<file path="src/rtl/apb_reg_pkg.sv">
// Shared types and constants for the APB register completer.
// FSM states, register map addresses, counter widths and byte-lane merge.
package apb_reg_pkg;

  typedef enum logic [1:0] {
    IDLE = 2'd0,
    WAIT = 2'd1,
    RESP = 2'd2,
    DONE = 2'd3
  } state_t;

  localparam logic [15:0] REG_BASE    = 16'h0000;
  localparam logic [15:0] ID_ADDR     = 16'h0020;
  localparam logic [15:0] STATUS_ADDR = 16'h0024;

  localparam int NUM_REGS = 8;
  localparam int ERR_W    = 8;
  localparam int CNT_W    = 4;

  function automatic logic [31:0] apply_strb(input logic [31:0] old_val,
                                             input logic [31:0] new_val,
                                             input logic [3:0]  strb);
    logic [31:0] res;
    res = old_val;
    for (int i = 0; i < 4; i++) begin
      if (strb[i]) res[8*i +: 8] = new_val[8*i +: 8];
    end
    return res;
  endfunction

endpackage

</file>
<file path="src/rtl/apb_wait_counter.sv">
// Wait-state down-counter: load, decrement, zero flag.
// Latency: load/decrement take effect on the next pclk edge.
// Backpressure: none; the controller decides when to load or decrement.
module apb_wait_counter #(
  parameter int W = 4
) (
  input  logic         pclk,
  input  logic         presetn,
  input  logic         load,
  input  logic [W-1:0] load_val,
  input  logic         dec,
  output logic         zero
);

  logic [W-1:0] cnt_q;

  always_ff @(posedge pclk or negedge presetn) begin
    if (!presetn) begin
      cnt_q <= '0;
    end else if (load) begin
      cnt_q <= load_val;
    end else if (dec && (cnt_q != '0)) begin
      cnt_q <= cnt_q - 1'b1;
    end
  end

  assign zero = (cnt_q == '0);

endmodule

</file>
<file path="src/rtl/apb_reg_completer.sv">
// APB4 completer: eight RW registers, a read-only ID word and a STATUS word.
// Latency: pready pulses once, WAIT_CYCLES+1 cycles after the first access cycle.
// Backpressure: holds pready low for WAIT_CYCLES; dropping psel/penable in WAIT abandons the access.
module apb_reg_completer
  import apb_reg_pkg::*;
#(
  parameter int unsigned WAIT_CYCLES = 0,
  parameter logic [31:0] ID_VALUE    = 32'hA9B0_0001
) (
  input  logic        pclk,
  input  logic        presetn,
  input  logic        psel,
  input  logic        penable,
  input  logic        pwrite,
  input  logic [15:0] paddr,
  input  logic [2:0]  pprot,
  input  logic [31:0] pwdata,
  input  logic [3:0]  pwstrb,
  input  logic        pwakeup,
  output logic        pready,
  output logic [31:0] prdata,
  output logic        pslverr
);

  localparam logic [CNT_W-1:0] WAIT_LOAD =
    (WAIT_CYCLES > 0) ? CNT_W'(WAIT_CYCLES - 1) : '0;

  state_t            state_q, state_d;
  logic              acc;
  logic              cnt_load, cnt_dec, cnt_zero;
  logic [15:0]       addr_q;
  logic              wr_q;
  logic [31:0]       wdata_q;
  logic [3:0]        strb_q;
  logic [31:0]       regs [NUM_REGS];
  logic [ERR_W-1:0]  err_cnt_q;
  logic              wake_q;

  logic [15:0]       cur_addr;
  logic              cur_wr;
  logic [31:0]       cur_wdata;
  logic [3:0]        cur_strb;
  logic              in_regs, is_id, is_status, dec_err, enter_resp;
  logic [31:0]       rd_val, status_word;
  logic              unused_pprot;

  assign unused_pprot = ^pprot;
  assign acc = psel & penable;

  // With no wait states the response is decided on the IDLE edge itself, so decode the live bus then.
  assign cur_addr  = (state_q == IDLE) ? paddr  : addr_q;
  assign cur_wr    = (state_q == IDLE) ? pwrite : wr_q;
  assign cur_wdata = (state_q == IDLE) ? pwdata : wdata_q;
  assign cur_strb  = (state_q == IDLE) ? pwstrb : strb_q;

  assign in_regs     = ({cur_addr[15:5], 3'b000, cur_addr[1:0]} == REG_BASE);
  assign is_id       = (cur_addr == ID_ADDR);
  assign is_status   = (cur_addr == STATUS_ADDR);
  assign dec_err     = !(in_regs || (!cur_wr && (is_id || is_status)));
  assign status_word = 32'({err_cnt_q, 7'd0, wake_q});
  assign rd_val      = in_regs   ? regs[cur_addr[4:2]] :
                       is_id     ? ID_VALUE :
                       is_status ? status_word : 32'h0;
  assign enter_resp  = (state_d == RESP);

  apb_wait_counter #(.W(CNT_W)) u_wait (
    .pclk     (pclk),
    .presetn  (presetn),
    .load     (cnt_load),
    .load_val (WAIT_LOAD),
    .dec      (cnt_dec),
    .zero     (cnt_zero)
  );

  always_comb begin
    state_d  = state_q;
    cnt_load = 1'b0;
    cnt_dec  = 1'b0;
    case (state_q)
      IDLE: begin
        if (acc) begin
          cnt_load = 1'b1;
          state_d  = (WAIT_CYCLES > 0) ? WAIT : RESP;
        end
      end
      WAIT: begin
        if (!acc)          state_d = IDLE;
        else if (cnt_zero) state_d = RESP;
        else               cnt_dec = 1'b1;
      end
      RESP:    state_d = penable ? DONE : IDLE;
      DONE:    if (!penable) state_d = IDLE;
      default: state_d = IDLE;
    endcase
  end

  always_ff @(posedge pclk or negedge presetn) begin
    if (!presetn) begin
      state_q   <= IDLE;
      pready    <= 1'b0;
      prdata    <= 32'h0;
      pslverr   <= 1'b0;
      addr_q    <= '0;
      wr_q      <= 1'b0;
      wdata_q   <= '0;
      strb_q    <= '0;
      err_cnt_q <= '0;
      wake_q    <= 1'b0;
      for (int i = 0; i < NUM_REGS; i++) regs[i] <= '0;
    end else begin
      state_q <= state_d;
      wake_q  <= pwakeup;
      if ((state_q == IDLE) && acc) begin
        addr_q  <= paddr;
        wr_q    <= pwrite;
        wdata_q <= pwdata;
        strb_q  <= pwstrb;
      end
      pready  <= enter_resp;
      pslverr <= enter_resp && dec_err;
      prdata  <= (enter_resp && !dec_err && !cur_wr) ? rd_val : 32'h0;
      if (enter_resp && dec_err && (err_cnt_q != {ERR_W{1'b1}})) begin
        err_cnt_q <= err_cnt_q + 1'b1;
      end
      // Writes land on the edge entering RESP, ahead of any access that follows.
      if (enter_resp && !dec_err && cur_wr) begin
        regs[cur_addr[4:2]] <= apply_strb(regs[cur_addr[4:2]], cur_wdata, cur_strb);
      end
    end
  end

endmodule

</file>
<file path="config.mk">
export PLATFORM = sky130hd
export DESIGN_NAME = apb_reg_completer
export DESIGN_NICKNAME = d
export VERILOG_FILES = /design/src/rtl/apb_reg_pkg.sv /design/src/rtl/apb_wait_counter.sv /design/src/rtl/apb_reg_completer.sv
export SDC_FILE = /design/constraint.sdc
export NUM_CORES = 1
export LEC_CHECK = 0
export CAP_MARGIN = 40
export CORE_UTILIZATION = 30
export DETAILED_ROUTE_END_ITERATION = 12
export PLACE_DENSITY_LB_ADDON = 0.15
export SLEW_MARGIN = 20
export SYNTH_ARGS = -nofsm -noshare
export SYNTH_HDL_FRONTEND = slang
export SYNTH_SLANG_ARGS = --single-unit
export TNS_END_PERCENT = 1
</file>
<file path="constraint.sdc">
create_clock -name pclk -period 5.55 [get_ports pclk]
set_input_delay 1.665 -clock pclk [delete_from_list [all_inputs] [get_ports pclk]]
set_output_delay 1.665 -clock pclk [all_outputs]
set_load 0.005 [all_outputs]
</file>
==> results of run 1 <==
how the worst max path moves through the flow:
stage / slack, ns / end / start
floorplan: 1.87 / regs[101] / paddr[12]
global placement: 0.77 / regs[2] / paddr[12]
detailed placement: 0.74 / regs[9] / paddr[12]
CTS: 1.34 / regs[6] / paddr[12]
global route: 1.19 / regs[12] / paddr[8]
finish: 1.34 / regs[35] / paddr[0]
routing by layer:
layer	routed length [µm]	GRT usage	up-vias
met5	0	0	-
met4	1740	0.0633	0
met3	1930	0.0247	97
met2	27400	0.293	227
met1	26400	0.231	6760
li1	-	-	6089
report_power, final:
part / internal, mW / leakage, nW / switching, mW
clock: 1.70 / 0.720 / 1.18
sequential: 2.73 / 4.87 / 0.136
combinational: 0.543 / 4.66 / 0.900
cell usage in the layout (no fill, tap or decap), types with 9 or more instances in the layout:
cell               n
a21oi_1           19
nor2_1           122
o21ai_0           27
clkbuf_1          12
and3_1            23
o32ai_2           15
o21ai_1           52
o32ai_1            9
nand2_1          101
nand2b_1           9
nor3b_1           30
buf_4             38
mux2i_1          211
clkbuf_16         46
or3_1             11
inv_1             11
a211oi_1          10
a31oi_1           13
o211ai_1          17
nor3_1            19
nor4_1            10
clkdlybuf4s50_1   89
dfrtp_1          357
buf_12            12
mux2_2           172
nor3_2            14
clkbuf_8          14
nand3b_1          15
mux2_4            80
sequential cells by signal (all words and copies together), names as in the netlist, 2 cells and up:
signal / cells
strb_q: 4
regs: 256
addr_q: 16
wdata_q: 32
prdata: 32
u_wait.cnt_q: 4
err_cnt_q: 8
state_q: 2
logic make-up after synthesis:
family	count (synthesis)
AO/OA/AOI/OAI	241
buffers and inverters	123
multiplexers	463
AND/OR/NAND/NOR	417
flip-flops	358
adder cells (fa/ha/maj)	2
XOR/XNOR	8
cell type report:
class                           count  area share
Antenna cell                        1    0.000110
Clock buffer                       72      0.0613
Clock inverter                      9     0.00248
Inverter                           11     0.00182
Multi-Input combinational cell   1131       0.427
Sequential cell                   358       0.396
Tap cell                          846      0.0467
Timing Repair Buffer              143      0.0654
cell usage after synthesis (all sizes together) (3+ instances only):
| master | instances |
|---|---|
| clkbuf | 24 |
| a22o | 8 |
| nor2 | 131 |
| a211o | 8 |
| or3 | 11 |
| a31oi | 14 |
| mux2 | 252 |
| o211ai | 20 |
| nor3 | 40 |
| nand2b | 9 |
| nand4 | 6 |
| or4 | 7 |
| a211oi | 16 |
| nand3 | 10 |
| nor3b | 31 |
| a21oi | 21 |
| dfrtp | 358 |
| and2 | 3 |
| nor4 | 11 |
| or2 | 3 |
| mux2i | 211 |
| o31a | 7 |
| a221oi | 8 |
| nand2 | 101 |
| and4 | 8 |
| o32a | 8 |
| o32ai | 24 |
| and3 | 24 |
| nand3b | 15 |
| xnor2 | 6 |
| o21ai | 85 |
| buf | 88 |
| o211a | 8 |
| inv | 11 |
critical path: stages:
cell,delay (ns)
clkdlybuf4s50_1,0.42
or4_1,0.63
nor3_2,0.18
o22a_2,0.37
nand3_4,0.27
nor2_8,0.70
mux2_2,0.41
==> flow_summary.toml, run 1 <==
[min_path]
hold_class = "register to register"
hold_path_depth = 2
holdPathEnd = "regs[224]"
min_from = "regs[224]"

[setup_path]
regToRegEndpoint = "regs[223]"
critical_path_class = "input pin to register"
reg2regPathDepth = 7
worstPathRequired_ns = 6.00
cp_data_arrival_time_ns = 4.65
path_max_fanout = 24
critPathLaunchType = "input pin"
r2r_start = "addr_q[2]"
reg2reg_setup_slack_ns = 2.10
cp-end-kind = "register"

[timing]
skew_ns = 0.0236
setup_violations = 0
hold_violations = 0
relSlewSlack = 0.354
period_needed_ns = 4.21
maxSlewViolCount = 0
whs_ns = 0.474
period_share = 0.758
final.setup.tns_ns = 0
worst_slew_pin_slew_ns = 0.969
fmax_mhz = 238
rsz0062_at_grt = "false"
fin_ws_ns = 1.34

[layout]
fin_area_mm2 = 0.0227
area_growth_pct = 16.5
drive_gt1_frac = 0.269
final-seq-area_mm2 = 0.00896
fin_nets = 1753
instances_no_fill = 2571
utilization = 0.357
fillerInstances = 6210
multiInputGateArea_mm2 = 0.00967

[grt]
antenna_found_initial = 2
grt_pass1_vias = 13809
grt_max_degree = 106
grt_pass1_wl_mm = 88.3
track_usage = 0.176
overflow = 0

[detailed_routing]
drt-total-wl_mm = 57.4
drc = 0
vias_per_cell = 5.12
vias = 13173
drt_iter0_markers = 638
ant_nets = 0
first_pass_iters = 5
wl_per_cell_um = 22.3

[power]
ir_drop_v = 0.000199
p_leak_nw = 10.3
p_total_mw = 7.19
power_density_mw_per_mm2 = 317

[yosys]
postSynth.asyncResetShare = 1.00
synthXorXnorAreaFrac = 0.00360
synth_cell_type_count = 78
yosysTopAreaCellShare = 0.461
synth.largest_area_cell = "dfrtp_1"
synthTopCellsByArea = "dfrtp_1, mux2i_1, mux2_2"
synthFlopType = "dfrtp_1"
yosys_warnings = 0
yosys.area_share.simple = 0.121
synth_seq_area_share = 0.461
syn_nets = 1675
synth_area_mm2 = 0.0195
synth-compound-area-share = 0.101
synth_top_family_by_area = "multiplexers"
synth_fa_ha_area_frac = 0.00129
synthMuxAreaShare = 0.270
synth_edf_count = 0
avgSynthCellArea_um2 = 12.1
synth-seq-cells = 358
synth_cells = 1612

[job]
maxCapViolCount = 0

[clocking]
clk_latency_ns = 0.58
path_clk_slew_ns = 0.05
numCtsBuffers = 45
cts_setup_buffers = 0
cts_resized = 0
tritoncts = "yes"
cts_buffer_depth = 3
cts_sinks = 358
cts_root_buffer = "clkbuf_16"
cts_max_level = 2
cts_hold_buf = 0

[place]
place_inst = 2488
port_buffers = 91
hpwl_mm = 34.2
post-place-ws_ns = 0.743
place_area_mm2 = 0.0212
place.gp.congestion = 0.726

[floorplanning]
io_pins = 95
start_util = 0.306
coreArea_mm2 = 0.0635
die-area_mm2 = 0.0659
die_w_um = 257
die_y_um = 257
row_count = 92

[run_status]
outcome = "finished clean"
Note: power is estimated with default switching activity, not from simulation.
==> run 2, diff against run 1 <==
==> constraint.sdc (replaced) <==
create_clock -name pclk -period 4.2 [get_ports pclk]
set_input_delay 1.26 -clock pclk [delete_from_list [all_inputs] [get_ports pclk]]
set_output_delay 1.26 -clock pclk [all_outputs]
set_load 0.005 [all_outputs]
==> run 2 against run 1 <==
Compared with the run above:
- clock-buffer cell count shrank 7
- first-iteration DRC count up 5.6%
- clock power up 33%
- worst hold slack better by 0.0056 ns
- cell count increased by 1.4%
- clock skew shrank 0.0054 ns
- via count rose by 0.73%
- power is 33% higher
- combinational power rose by 40%
- sequential share of layout area is 0.61 points lower
- cell area rose by 1.6%
- non-clock buffer count is 38 higher
- critical path type unchanged
- largest power group unchanged
==> flow_summary.toml, run 2 (synthesis results as in run 1) <==
[run_status]
outcome = "finished clean"

[setup_path]
slowest_delay_ns = 0.64
cp_num_buf_inv = 2
r2r_start = "state_q[1]"
crit_family = "simple AND/OR/NAND/NOR gates"
critical_path_class = "input pin to register"
path_max_fanout = 6
critPathLaunchType = "input pin"
cp_data_arrival_time_ns = 3.90
crit_path_start = "paddr[0]"
worstPathCellList = "clkdlybuf4s50_1 -> or4_1 -> nor3_2 -> o22a_2 -> nand3_4 -> nor2_8 -> buf_4 -> mux2_2"
critical-path-slowest-cell = "or4_1"
cp-end-kind = "register"
worstPathRequired_ns = 4.65

[layout]
drive_gt1_frac = 0.287
fin_area_mm2 = 0.0230
largest_reg_flops = 256
area_growth_pct = 18.3
final_cell_mix = "dfrtp_1, mux2i_1, mux2_2, nor2_1, nand2_1"
instances_no_fill = 2608
largest_register = "regs"
reg_top3 = "regs: 256 flops, prdata: 32 flops, wdata_q: 32 flops"
utilization = 0.362
fin_nets = 1790
antenna_cells = 0
layout_commonest_cell = "dfrtp_1"

[timing]
worst_slew_pin_slew_ns = 0.858
final.setup.tns_ns = 0
period_share = 0.821
fin_ws_ns = 0.750
fmax_mhz = 290
whs_ns = 0.480
rsz0062_at_grt = "false"
setup_violations = 0
skew_ns = 0.0182
hold_violations = 0
relSlewSlack = 0.428
maxSlewViolCount = 0
period_needed_ns = 3.45

[grt]
grt_pass1_wl_mm = 88.3
grt_max_degree = 101
grt_pass1_vias = 14138
overflow = 0
antenna_found_initial = 0
track_usage = 0.173

[floorplanning]
io_pins = 95
coreArea_mm2 = 0.0635
start_util = 0.306
die_w_um = 257
row_count = 92
die-area_mm2 = 0.0659
die_y_um = 257

[detailed_routing]
vias = 13269
vias_per_cell = 5.09
drt-total-wl_mm = 56.2
ant_nets = 0
first_pass_iters = 5
drt_iter0_markers = 674
drc = 0
wl_per_cell_um = 21.5

[clocking]
cts_resized = 0
numCtsBuffers = 44
cts_sinks = 358
tritoncts = "yes"
cts_hold_buf = 0
clk_latency_ns = 0.58
cts_setup_buffers = 0
cts_max_level = 2
path_clk_slew_ns = 0.06
cts_root_buffer = "clkbuf_16"
cts_buffer_depth = 3

[power]
ir_drop_v = 0.000261
p_leak_nw = 10.5
power_density_mw_per_mm2 = 416
p_total_mw = 9.58

[place]
port_buffers = 91
place_area_mm2 = 0.0216
place_inst = 2527
hpwl_mm = 35.3
post-place-ws_ns = 0.193
place.gp.congestion = 0.737

[min_path]
hold_class = "register to register"
min_from = "regs[255]"

[job]
maxCapViolCount = 0
==> run 2: cell count changes in the layout (fill, tap and decap cells not counted), moves of 2 or more <==
cell,previous run,this run
inv_6,0,3
clkbuf_1,12,9
bufinv_16,0,2
clkbuf_8,14,11
buf_12,12,19
clkinv_2,8,10
buf_4,38,72
buf_6,2,0
==> run 2: area by class of cell <==
class                   instances  area [µm²]
clock buffers                  65        1310
repair buffers                181        1830
flip-flops and latches        358        8960
fillers                      6197       40500
multi-input cells            1131        9670
inverters                      11        41.3
well taps                     846        1060
clock inverters                16         144
==> run 2: tightest hold or removal path: stages (launching register included) <==
cell and delay [ns]:
dfrtp_1 0.34, nand2_1 0.05, o21ai_0 0.06
==> run 2: path summary, 6_finish.rpt <==
check                            end  slack [ns]  depth (start not counted)
max reg2reg                 regs[26]        0.97                          7
max in group asynchronous  regs[153]        2.54                          2
max                         regs[36]        0.75                          8
min                        regs[255]        0.48                          2
min in group asynchronous  prdata[4]        0.67                          1
min reg2reg                regs[255]        0.48                          2
==> run 2: metal layers <==
| metal | up-vias | GRT usage | share of wire | wire, µm |
|---|---|---|---|---|
| met4 | 0 | 0.0453 | 0.020 | 1140 |
| met5 | - | 0 | 0 | 0 |
| met3 | 80 | 0.0234 | 0.032 | 1820 |
| met2 | 206 | 0.293 | 0.48 | 27200 |
| met1 | 6843 | 0.232 | 0.46 | 26100 |
| li1 | 6140 | - | - | - |
==> run 2: power breakdown <==
group	switching, mW	total [mW]	internal, mW
Clock	1.54	3.83	2.29
Combinational	1.24	2.02	0.775
Sequential	0.132	3.74	3.61
Total	2.91	9.58	6.67
==> run 3, diff against run 2 <==
==> constraint.sdc (replaced) <==
create_clock -name pclk -period 3.09 [get_ports pclk]
set_input_delay 0.927 -clock pclk [delete_from_list [all_inputs] [get_ports pclk]]
set_output_delay 0.927 -clock pclk [all_outputs]
set_load 0.005 [all_outputs]
==> run 3 against run 2 <==
Compared with the run above:
- cell area rose by 4.3%
- critical path depth rose by 1
- power rose by 40%
- clock power rose by 38%
- sequential power rose by 37%
- worst setup slack got worse by 0.60 ns
- routed wire length rose by 0.50%
- first-iteration DRC count fell by 12%
- critical endpoint is now prdata[6]
- largest cell class unchanged
- highest routed layer unchanged
==> flow_summary.toml, run 3 (synthesis results as in run 1) <==
[place]
post-place-ws_ns = -0.596
place.gp.congestion = 0.768
hpwl_mm = 37.1
place_inst = 2610
port_buffers = 91

[layout]
area_growth_pct = 23.4
largest_reg_flops = 256
final_cell_mix = "dfrtp_1, mux2i_1, mux2_2, buf_4, nor2_1"
largest_register = "regs"
fillerInstances = 6142
utilization = 0.378
final-seq-area_mm2 = 0.00896
multiInputGateArea_mm2 = 0.00968
instances_no_fill = 2693
reg_top3 = "regs: 256 flops, prdata: 32 flops, wdata_q: 32 flops"
layout_commonest_cell = "dfrtp_1"
drive_gt1_frac = 0.317
antenna_cells = 0
fin_nets = 1874

[floorplanning]
row_count = 92
die-area_mm2 = 0.0659
die_y_um = 257
io_pins = 95
die_w_um = 257
start_util = 0.306
coreArea_mm2 = 0.0635

[timing]
skew_ns = 0.0197
setup_violations = 0
fmax_mhz = 340
relSlewSlack = 0.481
fin_ws_ns = 0.149
worst_slew_pin_slew_ns = 0.763
maxSlewViolCount = 0
period_needed_ns = 2.94
rsz0062_at_grt = "false"
period_share = 0.952
hold_violations = 0

[setup_path]
critical_path_class = "input pin to register"
critical-path-slowest-cell = "or4_1"
cp_num_buf_inv = 4
crit_family = "simple AND/OR/NAND/NOR gates"
path_max_fanout = 10
worstPathRequired_ns = 3.59
cp-end-kind = "register"
cp_common_cell = "buf_4"
cp_data_arrival_time_ns = 3.44
slowest_delay_ns = 0.61
worstPathCellList = "clkdlybuf4s50_1 -> or4_1 -> nor3_2 -> o22a_2 -> buf_4 -> nand3_1 -> buf_4 -> nor4_2 -> buf_4"
critPathLaunchType = "input pin"

[grt]
antenna_found_initial = 0
grt_pass1_vias = 14215
grt_pass1_wl_mm = 87.2
track_usage = 0.172
overflow = 0
grt_max_degree = 97

[detailed_routing]
first_pass_iters = 4
drt_iter0_markers = 595
drc = 0
ant_nets = 0
vias = 13561
vias_per_cell = 5.04
drt-total-wl_mm = 56.5
wl_per_cell_um = 21.0

[clocking]
tritoncts = "yes"
cts_max_level = 2
cts_root_buffer = "clkbuf_16"
cts_hold_buf = 0
clk_latency_ns = 0.58
cts_sinks = 358
numCtsBuffers = 45
path_clk_slew_ns = 0.06
cts_buffer_depth = 3

[run_status]
outcome = "finished clean"

[power]
power_density_mw_per_mm2 = 558
p_leak_nw = 11.0
p_total_mw = 13.4
ir_drop_v = 0.000341

[min_path]
hold_class = "input pin to async pin"

[job]
maxCapViolCount = 0
[run 3: cell types whose count changed in the layout (fill, tap and decap cells not counted), sizes merged]
cell / before / now
bufinv: 2 / 3
clkinvlp: 1 / 0
clkinv: 10 / 8
clkbuf: 65 / 70
buf: 92 / 175
inv: 14 / 13
[run 3: final timing paths]
kind / endpoint / cells past startpoint / from / slack, ns
worst max-delay path: prdata[6] / 9 / paddr[1] / 0.15
worst min-delay path: regs[130] / 1 / presetn / 0.28
worst max register to register: regs[139] / 6 / state_q[0] / 0.22
worst min register to register: regs[224] / 2 / regs[224] / 0.47
max in group asynchronous: regs[57] / 2 / presetn / 1.94
min in group pclk: regs[224] / 2 / regs[224] / 0.47
[run 3: worst reg2reg max path: stages, from the launching register on]
cell      delay, ns
dfrtp_1        0.62
or2_4          0.36
buf_12         0.35
o21ai_0        0.24
a221oi_2       0.52
o211a_1        0.46
mux2_2         0.23
[run 3: layer usage]
layer | share of wire | global-route usage | vias to the layer above
li1 | - | - | 6313
met2 | 0.48 | 0.289 | 203
met4 | 0.026 | 0.0527 | 0
met1 | 0.47 | 0.229 | 6967
met5 | 0 | 0 | -
met3 | 0.027 | 0.0212 | 78
[run 3: layout make-up]
| class | count | share of cell area |
|---|---|---|
| well taps | 846 | 0.0441 |
| inverters | 11 | 0.00172 |
| clock buffers | 70 | 0.0550 |
| clock inverters | 13 | 0.00615 |
| repair buffers | 264 | 0.116 |
| multi-input cells | 1131 | 0.403 |
| flip-flops and latches | 358 | 0.374 |
[run 3: metrics by stage]
step	TNS [ns]	hold WS, ns	cell area, µm²
after floorplan	0	0.442	19500
after global placement	-93.39	0.463	22500
after detailed placement	-98.73	0.471	22500
after CTS	0	0.261	24000
after global routing	0	0.286	24000
final	0	0.277	24000
[run 3: report_power, final]
part	internal, mW	switching [mW]	total, mW	leakage (nW)
Clock	3.18	2.10	5.28	0.727
Combinational	1.28	1.73	3.01	5.38
Sequential	4.91	0.201	5.11	4.87
Total	9.37	4.04	13.4	11.0
[run 3: timing repair]
item	in CTS	in global routing
gates resized for setup	0	1
buffers inserted	0	0
endpoints found under the setup margin	0	1
